<file path="src/rtl/pwm_duty_meter.sv">
// PWM duty meter: measures high time and period of an async PWM input and
// reports floor(high*100/period). Optional PWM_GLITCH_FILTER_EN adds a 4-cycle stability filter.
module pwm_duty_meter #(
  parameter int unsigned CNT_W = 20
) (
  input  logic             clk,
  input  logic             rst_n,
  input  logic             pwm_in,
  output logic [CNT_W-1:0] high_cnt,
  output logic [CNT_W-1:0] period_cnt,
  output logic [6:0]       duty_pct,
  output logic             valid,
  output logic             stuck
);

  localparam int unsigned NUM_W  = CNT_W + 7;
  localparam int unsigned ITER_W = $clog2(NUM_W + 1);
  localparam logic [CNT_W-1:0] CNT_MAX = '1;
  localparam logic [0:0] WAIT_EDGE = 1'b0;
  localparam logic [0:0] MEASURE   = 1'b1;

  logic             sync_q1, s, lvl, lvl_d, rise;
  logic [0:0]       state_q, state_d;
  logic [CNT_W-1:0] pcnt_q, pcnt_d, hcnt_q, hcnt_d;
  logic             capture, timeout;

  logic              div_busy;
  logic [ITER_W-1:0] iter_q;
  logic [NUM_W-1:0]  num_q, quo_nx;
  logic [CNT_W-1:0]  rem_q, rem_nx, den_q, hcap_q;
  logic [CNT_W:0]    rem_sh;
  logic              ge, last_iter, div_idle;
  logic [6:0]        duty_sat;

  // Input synchroniser
  always_ff @(posedge clk or negedge rst_n) begin
    if (!rst_n) begin
      sync_q1 <= 1'b0;
      s       <= 1'b0;
    end else begin
      sync_q1 <= pwm_in;
      s       <= sync_q1;
    end
  end

`ifdef PWM_GLITCH_FILTER_EN
  logic [1:0] stab_cnt;
  logic       filt;

  // Level follows s only after s has disagreed with it for 4 consecutive cycles
  always_ff @(posedge clk or negedge rst_n) begin
    if (!rst_n) begin
      stab_cnt <= 2'd0;
      filt     <= 1'b0;
    end else if (s == filt) begin
      stab_cnt <= 2'd0;
    end else if (stab_cnt == 2'd3) begin
      stab_cnt <= 2'd0;
      filt     <= s;
    end else begin
      stab_cnt <= stab_cnt + 2'd1;
    end
  end

  assign lvl = filt;
`else
  assign lvl = s;
`endif

  assign rise = lvl & ~lvl_d;

  always_ff @(posedge clk or negedge rst_n) begin
    if (!rst_n) begin
      lvl_d   <= 1'b0;
      state_q <= WAIT_EDGE;
      pcnt_q  <= '0;
      hcnt_q  <= '0;
    end else begin
      lvl_d   <= lvl;
      state_q <= state_d;
      pcnt_q  <= pcnt_d;
      hcnt_q  <= hcnt_d;
    end
  end

  // Measurement FSM: a rise closes one period and opens the next in the same cycle
  always_comb begin
    state_d = state_q;
    pcnt_d  = pcnt_q;
    hcnt_d  = hcnt_q;
    capture = 1'b0;
    timeout = 1'b0;
    case (state_q)
      WAIT_EDGE: begin
        pcnt_d = '0;
        hcnt_d = '0;
        if (rise) begin
          state_d = MEASURE;
          pcnt_d  = CNT_W'(1);
          hcnt_d  = CNT_W'(1);
        end
      end
      MEASURE: begin
        if (rise) begin
          capture = 1'b1;
          pcnt_d  = CNT_W'(1);
          hcnt_d  = CNT_W'(1);
        end else if (pcnt_q == CNT_MAX) begin
          timeout = 1'b1;
          state_d = WAIT_EDGE;
          pcnt_d  = '0;
          hcnt_d  = '0;
        end else begin
          pcnt_d = pcnt_q + CNT_W'(1);
          hcnt_d = hcnt_q + CNT_W'(lvl);
        end
      end
      default: state_d = WAIT_EDGE;
    endcase
  end

  // One restoring step: numerator bits shift out of num_q while quotient bits shift in
  assign rem_sh    = {rem_q, num_q[NUM_W-1]};
  assign ge        = rem_sh >= {1'b0, den_q};
  assign rem_nx    = ge ? CNT_W'(rem_sh - {1'b0, den_q}) : rem_sh[CNT_W-1:0];
  assign quo_nx    = {num_q[NUM_W-2:0], ge};
  assign duty_sat  = (quo_nx > NUM_W'(100)) ? 7'd100 : quo_nx[6:0];
  assign last_iter = div_busy && (iter_q == ITER_W'(1));
  // The output-update cycle still counts as busy, so a capture there is dropped
  assign div_idle  = !div_busy && !valid;

  always_ff @(posedge clk or negedge rst_n) begin
    if (!rst_n) begin
      div_busy <= 1'b0;
      iter_q   <= '0;
      num_q    <= '0;
      rem_q    <= '0;
      den_q    <= '0;
      hcap_q   <= '0;
    end else if (timeout) begin
      div_busy <= 1'b0;
      iter_q   <= '0;
    end else if (capture && div_idle) begin
      div_busy <= 1'b1;
      iter_q   <= ITER_W'(NUM_W);
      num_q    <= NUM_W'(hcnt_q) * NUM_W'(100);
      rem_q    <= '0;
      den_q    <= pcnt_q;
      hcap_q   <= hcnt_q;
    end else if (div_busy) begin
      num_q  <= quo_nx;
      rem_q  <= rem_nx;
      iter_q <= iter_q - ITER_W'(1);
      if (last_iter) div_busy <= 1'b0;
    end
  end

  // Result registers; timeout report overrides a divide in flight
  always_ff @(posedge clk or negedge rst_n) begin
    if (!rst_n) begin
      high_cnt   <= '0;
      period_cnt <= '0;
      duty_pct   <= 7'd0;
      valid      <= 1'b0;
      stuck      <= 1'b0;
    end else begin
      valid <= 1'b0;
      if (timeout) begin
        high_cnt   <= '0;
        period_cnt <= '0;
        duty_pct   <= lvl ? 7'd100 : 7'd0;
        stuck      <= 1'b1;
        valid      <= 1'b1;
      end else if (last_iter) begin
        high_cnt   <= hcap_q;
        period_cnt <= den_q;
        duty_pct   <= duty_sat;
        stuck      <= 1'b0;
        valid      <= 1'b1;
      end
    end
  end

endmodule

</file>
<file path="config.mk">
export PLATFORM = sky130hd
export DESIGN_NAME = pwm_duty_meter
export DESIGN_NICKNAME = d
export VERILOG_FILES = /design/src/rtl/pwm_duty_meter.sv
export SDC_FILE = /design/constraint.sdc
export NUM_CORES = 1
export LEC_CHECK = 0
export CAP_MARGIN = 10
export CORE_UTILIZATION = 30
export CTS_CLUSTER_DIAMETER = 50
export DETAILED_ROUTE_END_ITERATION = 7
export PLACE_DENSITY = 0.52
export SLEW_MARGIN = 5
export SYNTH_ARGS = -nofsm -noshare
export SYNTH_HDL_FRONTEND = slang
export SYNTH_SLANG_ARGS = --single-unit
</file>
<file path="constraint.sdc">
create_clock -name clk -period 5.1 [get_ports clk]
set_input_delay 1.02 -clock clk [delete_from_list [all_inputs] [get_ports clk]]
set_output_delay 1.02 -clock clk [all_outputs]
set_load 0.01 [all_outputs]
</file>
==> results of run 1 <==
## registers in the layout (all words and copies together), names as in the netlist
signal,flops
sync_q1,1
high_cnt,20
rem_q,20
state_q,1
valid,1
den_q,20
div_busy,1
num_q,27
lvl_d,1
stuck,1
hcnt_q,20
duty_pct,7
period_cnt,20
iter_q,5
lvl,1
pcnt_q,20
hcap_q,20
## layout make-up
cell class / count / area (sq um)
clock buffer: 17 / 425
clock inverter: 15 / 179
fill: 3637 / 23200
inverter: 103 / 387
multi-input combinational: 861 / 5660
sequential: 186 / 4650
tap: 461 / 577
timing repair buffer: 58 / 579
## cells by family (layout without fill, tap and decap cells)
group / after synthesis / count (layout) / synth area share [%]
AO/OA/AOI/OAI: 290 / 290 / 16.2
flip-flops: 186 / 186 / 42.8
buffers and inverters: 154 / 193 / 5.55
multiplexers: 14 / 14 / 1.32
AND/OR/NAND/NOR: 389 / 389 / 15.9
adder cells (fa/ha/maj): 106 / 106 / 13.3
XOR/XNOR: 62 / 62 / 4.99
## power groups by stage
stage                     sequential, mW  combinational, mW  clock, mW
after floorplan                     2.00               1.58          0
after global placement              2.06               2.10          0
after detailed placement            2.06               2.13          0
after CTS                           2.03               2.15       1.42
after global routing                2.08               2.42       1.48
final                               2.03               2.13       1.38
## synthesized netlist by cell type, types with 7 or more instances
| cell | instances |
|---|---|
| o21a_1 | 9 |
| o21ai_0 | 105 |
| inv_1 | 103 |
| nand4_1 | 12 |
| clkbuf_1 | 38 |
| fa_1 | 16 |
| buf_2 | 9 |
| mux2i_1 | 11 |
| nand2b_1 | 7 |
| dfrtp_1 | 186 |
| nand3_1 | 20 |
| a32oi_1 | 16 |
| xor2_1 | 21 |
| xnor2_1 | 41 |
| nor2_1 | 74 |
| nor3_1 | 12 |
| a21oi_1 | 84 |
| a21o_1 | 14 |
| ha_1 | 90 |
| nand2_1 | 213 |
| and3_1 | 12 |
## layer usage
metal / GRT usage [%] / share of wire [%] / wire length, microns / up-vias
li1: - / - / - / 4152
met1: 20.1 / 50 / 12900 / 3993
met2: 23.9 / 47 / 12000 / 92
met3: 2.20 / 2.1 / 543 / 25
met4: 3.63 / 1.4 / 352 / 0
met5: 0 / 0 / 0 / -
## how the worst max path moves through the flow
stage / slack (ns) / start / depth (start not counted) / endpoint
3_3_place_gp: 1.69 / hcnt_q[3] / 11 / num_q[24]
5_1_grt: 1.43 / hcnt_q[3] / 11 / num_q[26]
4_1_cts: 1.58 / hcnt_q[2] / 11 / num_q[26]
6_report: 1.60 / hcnt_q[3] / 11 / num_q[26]
3_5_place_dp: 1.61 / hcnt_q[2] / 11 / num_q[26]
2_1_floorplan: 1.98 / hcnt_q[9] / 13 / num_q[25]
## worst reg2reg max path, stage by stage, from the launching register on
cell and delay [ns]:
dfrtp_1 0.45, ha_1 0.30, ha_1 0.32, fa_1 0.47
ha_1 0.36, a21o_1 0.17, a21oi_1 0.26, o21a_1 0.22
a2bb2oi_1 0.39, o21ai_0 0.20, mux2i_1 0.18, nand2_1 0.07
## metrics by stage
step / area (sq um) / cells
finish: 12500 / 1701
floorplan: 10900 / 1201
global placement: 11900 / 1669
CTS: 12500 / 1701
global route: 12500 / 1701
detailed placement: 11900 / 1669
==> results.sh, run 1 <==
export IMPL_outcome="finished, violations left"
export IMPL_violations="design-rule violations"
export IMPL_switching_share_pct=38.9
export IMPL_ctsHoldBuffers=0
export IMPL_p_leak_nw=5.72
export IMPL_finalSetupViolCount=0
export IMPL_firstDrtPassIters=7
export IMPL_holdPathStages=0
export IMPL_period_share_pct=68.7
export IMPL_cts_root_buf="clkbuf_16"
export IMPL_cts_tree="done"
export IMPL_p_comb_share_pct=38.5
export IMPL_final_hold_violation_count=0
export IMPL_netlist_area_leader_share_pct=42.8
export IMPL_path_clk_slew_ns=0.08
export IMPL_syn_nets=1310
export IMPL_row_count=69
export IMPL_layout_commonest_cell="nand2_1"
export IMPL_power_frac_seq_pct=36.7
export IMPL_track_usage_pct=14.6
export IMPL_power_internal_mw=3.39
export IMPL_fin_ws_ns=1.60
export IMPL_worst_r2r_endpoint="num_q[26]"
export IMPL_die_h_microns=192
export IMPL_slowest_delay_ns=0.47
export IMPL_synth_top_cells_by_area="dfrtp_1 43%, ha_1 10%, nand2_1 7.3%"
export IMPL_netlist_area_sq_um=10900
export IMPL_rr_startpoint="hcnt_q[3]"
export IMPL_antenna_found_initial=0
export IMPL_rsz0062_at_grt="false"
export IMPL_whs_endpoint="lvl"
export IMPL_vias=8262
export IMPL_fin_hold_ws_ns=0.353
export IMPL_clock_sinks=186
export IMPL_hold_path_class="reg2reg"
export IMPL_timing_worst_setup_path_type="reg2reg"
export IMPL_wl_per_cell_microns=15.1
export IMPL_p_switching_mw=2.16
export IMPL_grt_pass1_wl_microns=43100
export IMPL_gp_congestion=0.821
export IMPL_p_per_area_nw_per_um2=445
export IMPL_worstHoldStart="sync_q1"
export IMPL_crit_path_start_kind="flop"
export IMPL_area_growth_syn_to_layout_pct=14.5
export IMPL_fin_skew_ns=0.0161
export IMPL_hpwl_microns=18000
export IMPL_preCtsSetupSlack_ns=1.61
export IMPL_cp_max_fo=5
export IMPL_dieArea_sq_um=37100
export IMPL_portBuffers=51
export IMPL_ant_nets=0
export IMPL_cts_repair_resized=0
export IMPL_start_util_pct=30.5
export IMPL_fmax_ghz=0.286
export IMPL_cp_top_family="adder cells"
export IMPL_final_cell_mix="211 x nand2_1, 186 x dfrtp_1, 105 x o21ai_0"
export IMPL_gr_total_overflow=0
export IMPL_syn_instance_count=1201
export IMPL_worst_r2r_setup_slack_ns=1.60
export IMPL_vdd_drop_max_mv=0.264
export IMPL_slew_violations=0
export IMPL_min_period_ns=3.50
export IMPL_yosysSeqAreaShare_pct=42.8
export IMPL_die_w_microns=192
export IMPL_max_slew_margin_pct=26.2
export IMPL_drive_above_1_share_pct=5.24
export IMPL_critical_path_buf_inv_count=0
export IMPL_initialDrtViolationCount=417
export IMPL_crit_path_end_kind="flop"
export IMPL_crit_chain="ha_1 -> ha_1 -> fa_1 -> ha_1 -> a21o_1 -> a21oi_1 -> o21a_1 -> a2bb2oi_1 -> o21ai_0 -> mux2i_1 -> nand2_1"
export IMPL_tightest_slew_ns=1.10
export IMPL_wl_microns=25800
export IMPL_ys_ff_latch=186
export IMPL_ys_warn_count=0
export IMPL_reg2reg_depth=11
export IMPL_p_clk_share_pct=24.9
export IMPL_synth_edf_count=0
export IMPL_ys_flop_type="dfrtp_1"
export IMPL_tns_ns=0
export IMPL_yosysUniqueCellTypes=66
export IMPL_post_cts_buffers=0
export IMPL_syn_area_per_cell_sq_um=9.06
export IMPL_synth_largest_area_cell="dfrtp_1"
export IMPL_worst_ep_required_time_ns=5.43
export IMPL_grt_start_max_net_pins=112
export IMPL_crit_path_frequent_cell="ha_1"
export IMPL_crit_path_top_delay_cell="fa_1"
export IMPL_max_cap_violations=0
export IMPL_via_per_inst=4.86
export IMPL_synthArstFlopShare_pct=100
export IMPL_n_antenna_cell=0
export IMPL_cts_made_buffers=17
export IMPL_core_area_sq_um=35700
export IMPL_clockBufferDepth=2
export IMPL_final_core_util_pct=35.0
export IMPL_route_detailed_drc=11
export IMPL_nNetsFinal=1336
export IMPL_ios=52
export IMPL_power_total_mw=5.55
export IMPL_grt_pass1_vias=8194
export IMPL_arrival_ns=3.83
export IMPL_clock_latency_ns=0.45
export IMPL_cts_htree_levels=4
Note: power is estimated with default switching activity, not from simulation.
==> run 2, diff against run 1 <==
clock period = 3.24 ns   (was 5.1 ns; I/O delays follow)
==> run 2 against run 1 <==
Compared with the run above:
- the run still ends with design-rule violations left
- critical path depth up 1
- register-to-register slack lost 1.5 ns
- non-clock buffer count is 51 higher
- critical endpoint is now num_q[17]
- first-iteration DRC count rose by 2.9%
- highest routed layer unchanged
- via count increased by 3.9%
==> results.sh, run 2 (same netlist as run 1, synthesis figures left out) <==
export IMPL_vias=8586
export IMPL_cts_root_buf="clkbuf_16"
export IMPL_clockBufferDepth=2
export IMPL_largest_reg_flops=27
export IMPL_fillers=3667
export IMPL_wl_per_cell_microns=15.5
export IMPL_ios=52
export IMPL_via_per_inst=4.90
export IMPL_cts_made_buffers=17
export IMPL_power_total_mw=8.95
export IMPL_initialDrtViolationCount=429
export IMPL_crit_path_start_kind="flop"
export IMPL_p_clk_share_pct=24.3
export IMPL_ant_nets=0
export IMPL_max_cap_violations=0
export IMPL_dp_cells=1713
export IMPL_clock_sinks=186
export IMPL_crit_chain="ha_1 -> ha_4 -> fa_1 -> ha_4 -> a211oi_1 -> nor4_2 -> buf_4 -> o22ai_2 -> buf_4 -> xnor2_1 -> mux2i_1 -> o21ai_1"
export IMPL_hold_path_class="in2async"
export IMPL_arrival_ns=3.51
export IMPL_p_switching_mw=3.47
export IMPL_finalNonFillerCells=1752
export IMPL_outcome="finished, violations left"
export IMPL_cp_top_family="adder cells"
export IMPL_grt_pass1_wl_microns=44200
export IMPL_layout_commonest_cell="nand2_1"
export IMPL_crit_path_top_delay_cell="fa_1"
export IMPL_clock_latency_ns=0.45
export IMPL_vdd_drop_max_mv=0.445
export IMPL_final_cell_mix="210 x nand2_1, 185 x dfrtp_1, 103 x inv_1"
export IMPL_row_count=69
export IMPL_final_hold_violation_count=0
export IMPL_die_w_microns=192
export IMPL_slew_violations=0
export IMPL_antenna_found_initial=0
export IMPL_core_area_sq_um=35700
export IMPL_die_h_microns=192
export IMPL_fin_skew_ns=0.0147
export IMPL_crit_path_end_kind="flop"
export IMPL_fmax_ghz=0.319
export IMPL_dieArea_sq_um=37100
export IMPL_grt_start_max_net_pins=86
export IMPL_critical_path_buf_inv_count=2
export IMPL_n_antenna_cell=0
export IMPL_rsz0062_at_grt="true"
export IMPL_power_internal_mw=5.48
export IMPL_start_util_pct=30.5
export IMPL_crit_path_start="hcnt_q[3]"
export IMPL_violations="design-rule violations"
export IMPL_rr_startpoint="hcnt_q[3]"
export IMPL_switching_share_pct=38.8
export IMPL_finalSetupViolCount=0
export IMPL_tightest_slew_ns=0.740
export IMPL_slowest_delay_ns=0.59
export IMPL_nNetsFinal=1387
export IMPL_worst_r2r_endpoint="num_q[17]"
export IMPL_drive_above_1_share_pct=11.2
export IMPL_portBuffers=51
export IMPL_grt_pass1_vias=8524
export IMPL_max_slew_margin_pct=50.7
export IMPL_gp_congestion=0.810
export IMPL_route_detailed_drc=12
export IMPL_reg2reg_depth=12
export IMPL_wl_microns=27100
export IMPL_track_usage_pct=15.0
export IMPL_cts_tree="done"
export IMPL_path_clk_slew_ns=0.08
export IMPL_cts_htree_levels=4
export IMPL_timing_worst_setup_path_type="reg2reg"
export IMPL_p_per_area_nw_per_um2=684
export IMPL_firstDrtPassIters=7
export IMPL_regMostFlops="num_q"
export IMPL_area_growth_syn_to_layout_pct=20.3
export IMPL_gr_total_overflow=0
export IMPL_worst_ep_required_time_ns=3.61
export IMPL_p_comb_share_pct=39.9
export IMPL_p_leak_nw=5.97
export IMPL_hpwl_microns=19600
export IMPL_power_frac_seq_pct=35.9
export IMPL_worst_r2r_setup_slack_ns=0.10
export IMPL_period_share_pct=96.8
export IMPL_cp_max_fo=4
export IMPL_min_period_ns=3.14
[run 2: stage by stage]
step                area [sq um]  utilization, %  worst slack (ns)  hold slack, ns  TNS (ns)
CTS                        12800            36.0           0.00448           0.279         0
finish                     13100            36.7             0.103           0.236         0
global placement           12200            34.2           -0.0632           0.343    -0.101
floorplan                  10900               -             0.123           0.331         0
detailed placement         12200            34.2           -0.0838           0.338    -0.228
global route               13100            36.7           -0.0404           0.309    -0.105
[run 2: worst max path at each step]
stage | endpoint | slack (ns) | depth (start not counted)
after floorplan | num_q[25] | 0.12 | 13
after global placement | num_q[17] | -0.06 | 14
after detailed placement | num_q[17] | -0.08 | 14
after CTS | num_q[25] | 0.004 | 13
after global routing | num_q[17] | -0.04 | 14
final | num_q[17] | 0.10 | 12
[run 2: worst reg2reg max path: cells and delay by family, from the launching register on]
family,cells,cell delay [ns]
AO/OA/AOI/OAI,3,0.65
XOR/XNOR,1,0.10
adder cells (fa/ha/maj),4,1.39
buffers and inverters,2,0.31
flip-flops,1,0.43
multiplexers,1,0.09
AND/OR/NAND/NOR,1,0.10
[run 2: cell type report]
type	instances	area, sq um	area share, %
Tap cell	461	577	4.40
Multi-Input combinational cell	861	5890	44.9
Inverter	103	387	2.95
Timing Repair Buffer	109	991	7.56
Clock buffer	17	425	3.25
Sequential cell	186	4660	35.5
Clock inverter	15	179	1.37
[run 2: timing repair]
action / in CTS / in global routing
endpoints found under the setup margin: 7 / 13
hold endpoints to repair: 0 / 0
hold buffers: 0 / 0
pin swaps: 2 / 25
resized for setup: 4 / 36
buffers inserted: 1 / 6
[run 2: per-layer routing]
layer,routed length (microns),global-route usage [%]
met1,13000,20.0
met3,738,2.89
met4,391,3.76
met2,13000,24.9
met5,0,0
[run 2: power by group through the flow]
stage	registers, mW	clock network (mW)	logic (mW)
6_report	3.21	2.17	3.57
5_1_grt	3.28	2.32	4.01
3_3_place_gp	3.24	0	3.43
2_1_floorplan	3.16	0	2.48
4_1_cts	3.21	2.23	3.50
3_5_place_dp	3.25	0	3.48
==> run 3, diff against run 2 <==
clock period = 3.55 ns   (was 3.24 ns; I/O delays follow)
==> run 3 against run 2 <==
Compared with the run above:
- the flow still finishes with violations (design-rule violations)
- routed wire length down 3.8%
- register-to-register slack better by 0.04 ns
- combinational power down 12%
- sequential share of layout area up 1.3 points
- critical path type unchanged
- cell area down 3.6%
- largest cell class unchanged
- global-route usage down 0.33 points
- final cell count down 2.0%
- fmax down 7.8%
- via count down 2.4%
- clock power down 9.7%
- first-iteration DRC count down 7.0%
- setup slack better by 0.044 ns
- highest routed layer unchanged
==> results.sh, run 3 (same netlist as run 1, synthesis figures left out) <==
export IMPL_area_growth_syn_to_layout_pct=16.1
export IMPL_nNetsFinal=1352
export IMPL_worst_ep_required_time_ns=3.84
export IMPL_rr_startpoint="hcnt_q[9]"
export IMPL_vias=8380
export IMPL_layout_commonest_cell="nand2_1"
export IMPL_crit_path_start="hcnt_q[9]"
export IMPL_tightest_slew_ns=0.795
export IMPL_die_w_microns=192
export IMPL_initialDrtViolationCount=399
export IMPL_grt_pass1_wl_microns=43100
export IMPL_firstDrtPassIters=7
export IMPL_row_count=69
export IMPL_core_area_sq_um=35700
export IMPL_crit_path_start_kind="flop"
export IMPL_gp_congestion=0.801
export IMPL_grt_start_max_net_pins=80
export IMPL_ant_nets=0
export IMPL_fmax_ghz=0.294
export IMPL_crit_path_end_kind="flop"
export IMPL_slowest_delay_ns=0.49
export IMPL_track_usage_pct=14.7
export IMPL_drive_above_1_share_pct=6.85
export IMPL_final_hold_violation_count=0
export IMPL_finalSetupViolCount=0
export IMPL_max_cap_violations=0
export IMPL_outcome="finished, violations left"
export IMPL_portBuffers=51
export IMPL_largest_reg_flops=27
export IMPL_place_area_sq_um=12000
export IMPL_fin_skew_ns=0.0139
export IMPL_path_clk_slew_ns=0.08
export IMPL_crit_path_frequent_cell="ha_1"
export IMPL_violations="design-rule violations"
export IMPL_period_share_pct=95.8
export IMPL_dieArea_sq_um=37100
export IMPL_regMostFlops="num_q"
export IMPL_route_detailed_drc=11
export IMPL_tns_ns=0
export IMPL_start_util_pct=30.5
export IMPL_vdd_drop_max_mv=0.379
export IMPL_clock_sinks=186
export IMPL_gr_total_overflow=0
export IMPL_arrival_ns=3.69
export IMPL_cts_made_buffers=17
export IMPL_crit_chain="ha_1 -> ha_1 -> inv_1 -> fa_1 -> inv_1 -> ha_1 -> a21o_1 -> a21o_1 -> nand3_1 -> o211ai_1 -> o31ai_1 -> xor2_1 -> o21ai_0"
export IMPL_ios=52
export IMPL_rsz0062_at_grt="false"
export IMPL_wl_per_cell_microns=15.2
export IMPL_antenna_found_initial=0
export IMPL_clockBufferDepth=2
export IMPL_crit_path_top_delay_cell="fa_1"
export IMPL_die_h_microns=192
export IMPL_max_slew_margin_pct=46.8
export IMPL_cts_tree="done"
export IMPL_ctsHoldBuffers=0
export IMPL_cp_max_fo=6
export IMPL_clock_latency_ns=0.44
export IMPL_hpwl_microns=19000
export IMPL_hold_path_class="in2async"
export IMPL_via_per_inst=4.88
export IMPL_final_cell_mix="211 x nand2_1, 185 x dfrtp_1, 103 x inv_1, 103 x o21ai_0, 89 x ha_1"
export IMPL_min_period_ns=3.40
export IMPL_p_leak_nw=5.81
export IMPL_n_antenna_cell=0
export IMPL_wl_microns=26100
export IMPL_p_per_area_nw_per_um2=634
export IMPL_slew_violations=0
export IMPL_timing_worst_setup_path_type="reg2reg"
export IMPL_cts_htree_levels=4
export IMPL_fin_area_sq_um=12600
export IMPL_grt_pass1_vias=8201
export IMPL_cts_root_buf="clkbuf_16"
==> run 3: changes by cell type in the layout (fill, tap and decap cells not counted), moves of 6 or more <==
cell	change
buf_4	-34
ha_1	+12
ha_4	-12
o21ai_0	+6
==> run 3: metal layers <==
layer / track usage, % / vias up / part of all wire, %
li1: - / 4197 / -
met1: 20.1 / 4053 / 49
met2: 24.3 / 110 / 48
met3: 2.47 / 20 / 2.7
met4: 3.00 / 0 / 1.0
met5: 0 / - / 0
==> run 3: worst max-delay path: cells and delay by family, from the launching register on <==
family,cells,cell delay [ns]
adders and majority gates,4,1.43
AOI/OAI and AO/OA,5,1.00
DFF,1,0.42
xor gates and xnor gates,1,0.23
buffers and inverters,2,0.09
and+or+nand+nor,1,0.09
==> run 3: area by class of cell <==
type                            instances  area [sq um]
Timing Repair Buffer                   74           724
Tap cell                              461           577
Fill cell                            3667         23000
Clock inverter                         15           181
Clock buffer                           17           425
Inverter                              103           387
Sequential cell                       186          4660
Multi-Input combinational cell        861          5680
==> run 3: worst paths after layout <==
kind	to	slack, ns	cells after the start
worst max register to register	num_q[22]	0.15	13
worst min register to register	lvl	0.35	0
worst max-delay path	num_q[22]	0.15	13
max in group asynchronous	hcnt_q[7]	2.49	2
min in group clk	lvl	0.35	0
worst min-delay path	period_cnt[6]	0.28	1
==> run 3: where the power goes <==
group | switching (mW) | internal, mW
clock network | 0.949 | 1.01
registers | 0.369 | 2.55
logic | 1.78 | 1.35
==> run 3: repair_timing <==
action                                  4_1_cts  5_1_grt
resized for setup                             0        8
endpoints found under the setup margin        0        9
buffers inserted                              0        2
==> run 3: per-stage QoR <==
| stage | power [mW] | hold WS (ns) | std cells | util, % | worst slack, ns |
|---|---|---|---|---|---|
| global route | 8.62 | 0.335 | 1717 | 35.4 | 0.00774 |
| CTS | 8.11 | 0.326 | 1715 | 35.3 | 0.0830 |
| finish | 8.01 | 0.279 | 1717 | 35.4 | 0.147 |
| detailed placement | 6.10 | 0.338 | 1683 | 33.6 | 0.113 |
| global placement | 6.06 | 0.333 | 1683 | 33.6 | 0.190 |
| floorplan | 5.14 | 0.331 | 1201 | - | 0.433 |
